### src/rtl/rb_sched_pkg.sv
// rtl/rb_sched_pkg.sv - shared constants, state type and helpers for the queue scheduler
package rb_sched_pkg;

  localparam int NCHAN     = 8;
  localparam int CHW       = 3;
  localparam int CNTW      = 8;
  localparam int DW        = 64;
  localparam int DEF_BURST = 4;

  typedef enum logic {
    IDLE  = 1'b0,
    BURST = 1'b1
  } state_t;

  // Smaller of two occupancy-width values; sizes a burst from queue depth and the cap.
  function automatic logic [CNTW-1:0] min_cnt(input logic [CNTW-1:0] a,
                                               input logic [CNTW-1:0] b);
    return (a < b) ? a : b;
  endfunction

endpackage

### src/rtl/rb_rr_pick.sv
// rtl/rb_rr_pick.sv - combinational first-set-bit search starting at a rotating pointer
module rb_rr_pick
  import rb_sched_pkg::*;
(
  input  logic [NCHAN-1:0] vec,
  input  logic [CHW-1:0]   start,
  output logic [CHW-1:0]   idx,
  output logic             found
);

  logic [CHW-1:0] cand;

  // Walk the channels from start upward, wrapping naturally in CHW-bit arithmetic.
  always_comb begin
    idx   = '0;
    found = 1'b0;
    cand  = '0;
    for (int k = 0; k < NCHAN; k++) begin
      cand = start + CHW'(k);
      if (!found && vec[cand]) begin
        found = 1'b1;
        idx   = cand;
      end
    end
  end

endmodule

### src/rtl/rb_queue_sched.sv
// rtl/rb_queue_sched.sv - round-robin burst scheduler draining eight request queues to one stream
module rb_queue_sched
  import rb_sched_pkg::NCHAN, rb_sched_pkg::CHW, rb_sched_pkg::CNTW, rb_sched_pkg::DW,
         rb_sched_pkg::DEF_BURST, rb_sched_pkg::state_t, rb_sched_pkg::IDLE,
         rb_sched_pkg::min_cnt;
#(
  parameter int BURST = DEF_BURST
) (
  input  logic                  clk,
  input  logic                  rst,
  input  logic                  cfg_en,
  input  logic [NCHAN-1:0]      chan_mask,
  input  logic [NCHAN*CNTW-1:0] req_count,
  output logic [CHW-1:0]        req_addr,
  output logic                  req_read,
  input  logic [DW-1:0]         req_data,
  output logic                  out_valid,
  output logic [DW-1:0]         out_data,
  output logic [CHW-1:0]        out_chan,
  output logic                  out_last,
  input  logic                  out_ready,
  output logic                  busy
);

  localparam logic [CNTW-1:0] BURST_LEN = CNTW'(BURST);

  state_t          state;
  logic [CHW-1:0]  rr_ptr;
  logic [CHW-1:0]  grant;
  logic [CNTW-1:0] left;

  logic [NCHAN-1:0] eligible;
  logic [CHW-1:0]   pick_idx;
  logic             pick_found;
  logic [CNTW-1:0]  pick_cnt;

  // A channel competes only when unmasked and its queue holds at least one word.
  always_comb begin
    eligible = '0;
    for (int i = 0; i < NCHAN; i++) begin
      eligible[i] = chan_mask[i] && (req_count[i*CNTW +: CNTW] != '0);
    end
  end

  rb_rr_pick u_pick (
    .vec   (eligible),
    .start (rr_ptr),
    .idx   (pick_idx),
    .found (pick_found)
  );

  assign pick_cnt = req_count[32'(pick_idx)*CNTW +: CNTW];

  // Pop whenever the output register is empty or being drained this cycle.
  assign busy     = (state == rb_sched_pkg::BURST);
  assign req_read = busy && (!out_valid || out_ready);

  // Scheduler FSM plus the output register; the burst length is frozen at grant time.
  always_ff @(posedge clk or posedge rst) begin
    if (rst) begin
      state     <= IDLE;
      rr_ptr    <= '0;
      grant     <= '0;
      left      <= '0;
      req_addr  <= '0;
      out_valid <= 1'b0;
      out_data  <= '0;
      out_chan  <= '0;
      out_last  <= 1'b0;
    end else begin
      case (state)
        IDLE: begin
          if (cfg_en && pick_found) begin
            grant    <= pick_idx;
            req_addr <= pick_idx;
            left     <= min_cnt(pick_cnt, BURST_LEN);
            state    <= rb_sched_pkg::BURST;
          end
        end
        rb_sched_pkg::BURST: begin
          if (req_read) begin
            left <= left - 1'b1;
            if (left == CNTW'(1)) begin
              state  <= IDLE;
              rr_ptr <= grant + 1'b1;
            end
          end
        end
        default: state <= IDLE;
      endcase

      if (req_read) begin
        out_data  <= req_data;
        out_chan  <= grant;
        out_last  <= (left == CNTW'(1));
        out_valid <= 1'b1;
      end else if (out_ready) begin
        out_valid <= 1'b0;
      end
    end
  end

endmodule

### config.mk
export PLATFORM = sky130hd
export DESIGN_NAME = rb_queue_sched
export DESIGN_NICKNAME = d
export VERILOG_FILES = /design/src/rtl/rb_sched_pkg.sv /design/src/rtl/rb_rr_pick.sv /design/src/rtl/rb_queue_sched.sv
export SDC_FILE = /design/constraint.sdc
export NUM_CORES = 1
export LEC_CHECK = 0
export BUFFER_PORTS_ARGS = -buffer_cell sky130_fd_sc_hd__buf_2
export CAP_MARGIN = 15
export CORE_UTILIZATION = 26
export CTS_CLUSTER_DIAMETER = 80
export DETAILED_ROUTE_END_ITERATION = 12
export PLACE_DENSITY_LB_ADDON = 0.25
export RECOVER_POWER = 100
export SLEW_MARGIN = 0
export SYNTH_ARGS = -nofsm -noshare
export SYNTH_HDL_FRONTEND = slang
export SYNTH_SLANG_ARGS = --single-unit
### constraint.sdc
create_clock -name clk -period 9.3 [get_ports clk]
set_input_delay 0.465 -clock clk [delete_from_list [all_inputs] [get_ports clk]]
set_output_delay 0.465 -clock clk [all_outputs]
set_load 0.01 [all_outputs]
==> flow_summary.ini <==
[outcome]
status = finished with violations
violations = max-capacitance violations, max-slew violations

[synth]
ys_seq_elements = 84
synth.distinct_cells = 55
synth_top_area_frac = 0.443
synth_area_sq_um = 4740
synth_nets = 715
synth-edff-count = 0
synthCells = 570
ys.flop_type = dfrtp_1
yosysTopAreaCell = dfrtp_1
netlist_top_cells_area = dfrtp_1 (44%), nand2_1 (19%), mux2i_1 (5.1%)
avgSynthCellArea_sq_um = 8.32
async_flop_share = 1.00
yosysSeqAreaShare = 0.443
yosysWarnings = 0

[global_routing]
antenna_found_initial = 0
grtUsageMet3 = 0.0437
met2_usage = 0.241
grt_overflow = 0
grt_max_degree = 76
grt_pass1_vias = 4382
grt_usage = 0.157
grt.busiest_layer = met2
grtUsageMet1 = 0.214
grt_pass1_wl_um = 22600

[floorplanning]
initial_core_util = 0.265
die_x_um = 137
core_area_sq_um = 17900
die_y_um = 137
dieArea_sq_um = 18800
num_rows = 49
ios = 214

[drt]
routedWlPerCell_um = 14.5
drc = 0
routed_via_density = 4.65
first_pass_iters = 5
num_vias = 4678
wl_um = 14600
drt_iter0_markers = 296
antenna_left = 0

[setup_path]
startpoint_type = flip-flop
crit_arrival_ns = 6.11
criticalPathCategory = reg2out
critPathMaxStageDelay_ns = 2.38
critPathBufInv = 4
critPathMaxFanout = 75
crit_chain = nand2_2 -> clkbuf_1 -> inv_1 -> clkbuf_1 -> clkbuf_1
critPathSlowestCell = clkbuf_1
crit_family = buffers and inverters
endpoint_kind = output pin
critPathRequiredTime_ns = 8.84
cpMostUsedCell = clkbuf_1

[hold_path]
hold_class = in2async

[pwr]
p_sw_frac = 0.456
share_comb_of_total_power = 0.538
leakage_nw = 3.02
p_switching_mw = 1.01
p_int_mw = 1.21
p_clk_frac = 0.160
power.density_nw_per_um2 = 359
ir_worst_vdd_uv = 139
seq_power_share = 0.303

[timing]
timing.hold.ws_ns = 0.273
finalSetupTns_ns = 0
clock.fmax_mhz = 152
finalSetupViolations = 0
tightest_slew_ns = 3.50
hold_viol_final = 0
worst_slack_ns = 2.73
period_share = 0.707
period_needed_ns = 6.57
rsz0062_at_grt = no
slew_headroom = -1.33
final_max_slew_viol_count = 207
fin_worst_skew_ns = 0.00973

[finish]
fin_cells = 1007
n_antenna_cell = 0
area_delta_synth_final_pct = 30.4
nFillCells = 1915
nets = 918
drive_gt1_frac = 0.240

[clock_tree]
cts_hold_buf = 0
clock-sinks = 84
insertion_delay_ns = 0.35
cts_resized = 0
root_buffer = clkbuf_16
path_clk_slew_ns = 0.07
cts_buffers = 9
postCtsSetupBuffers = 0
htree_levels = 3
cts_tree = built
clockBufferDepth = 2

[run]
drv_cap = 3

[placement]
dp_slack_ns = 4.16
dpl.hpwl_um = 10800
port_buffers = 213
gp_congestion = 0.889
placed_cells = 991
[synthesized netlist by cell type, types with 7 or more instances]
cell type  number
or4_4           9
mux2i_1        24
nor2_1         29
dfrtp_1        84
clkbuf_1       18
a21oi_1        12
o22ai_1        20
xnor2_1         7
or4_1          10
nand2_1       236
nor3_1         16
nand3_1         8
[placed cells by master, fill, tap and decap left out, drive strengths merged, types with 2 or more instances in the layout]
cell type and instances:
nand2 236, buf 139, clkbuf 87, dfrtp 84, nor2 29, mux2i 24
o22ai 21, or4 19, nor3 17, o21ai 16, a21oi 14, inv 10
nand3 8, xnor2 7, nor2b 5, ha 5, nor4 4, xor2 4
a211oi 4, o211ai 4, a21o 4, nand2b 3, o21a 3, mux2 3
clkinv 3, and2 3, nor3b 2, a31oi 2, o31a 2, or2 2
clkinvlp 2
[path summary, 6_finish.rpt]
check	start	end	slack, ns	depth (start not counted)
max in group asynchronous	rst	rr_ptr[0]	5.26	3
worst max register to register	busy	out_data[43]	3.39	6
min in group clk	req_data[21]	out_data[21]	0.30	3
worst min-delay path	rst	out_data[46]	0.27	2
worst min register to register	out_data[11]	out_data[11]	0.47	2
worst max-delay path	busy	req_read	2.73	5
[power by group through the flow]
stage / clock (mW) / sequential [mW] / combinational [mW]
after floorplan: 0 / 0.711 / 0.832
after global placement: 0 / 0.670 / 1.25
after detailed placement: 0 / 0.665 / 1.24
after CTS: 0.370 / 0.666 / 1.25
after global routing: 0.385 / 0.699 / 1.33
final: 0.354 / 0.671 / 1.19
[routing by layer]
layer | wire length (um) | share of wire
met5 | 0 | 0
met4 | 178 | 0.012
met2 | 6830 | 0.47
met3 | 811 | 0.055
met1 | 6820 | 0.47
[final cells by class]
type | instances | area (sq um) | share of cell area
Multi-Input combinational cell | 453 | 2480 | 0.401
Sequential cell | 84 | 2100 | 0.340
Timing Repair Buffer | 216 | 985 | 0.159
Tap cell | 229 | 287 | 0.0463
Clock buffer | 10 | 239 | 0.0387
Clock inverter | 6 | 53.8 | 0.00870
Inverter | 9 | 35.0 | 0.00567
[cells by family (layout without fill, tap and decap cells)]
family	after synthesis	in the layout	synth area share
simple gates	330	330	0.305
flops	84	84	0.443
compound gates	80	80	0.132
buf+inv	33	241	0.0288
mux	27	27	0.0578
xor+xnor	11	11	0.0203
fa+ha+maj	5	5	0.0132
[through the flow]
stage / instance area, sq um / power, mW / util
6_report: 6180 / 2.22 / 0.345
4_1_cts: 6310 / 2.28 / 0.353
3_3_place_gp: 6020 / 1.92 / 0.336
3_5_place_dp: 6020 / 1.91 / 0.336
2_1_floorplan: 4740 / 1.54 / -
5_1_grt: 6180 / 2.41 / 0.345
[registers in the layout, summed over array words and instances (netlist names)]
signal / count
busy: 1
grant: 3
left: 8
out_chan: 3
out_data: 64
out_last: 1
out_valid: 1
rr_ptr: 3
Power figures use the tool's default switching activity.
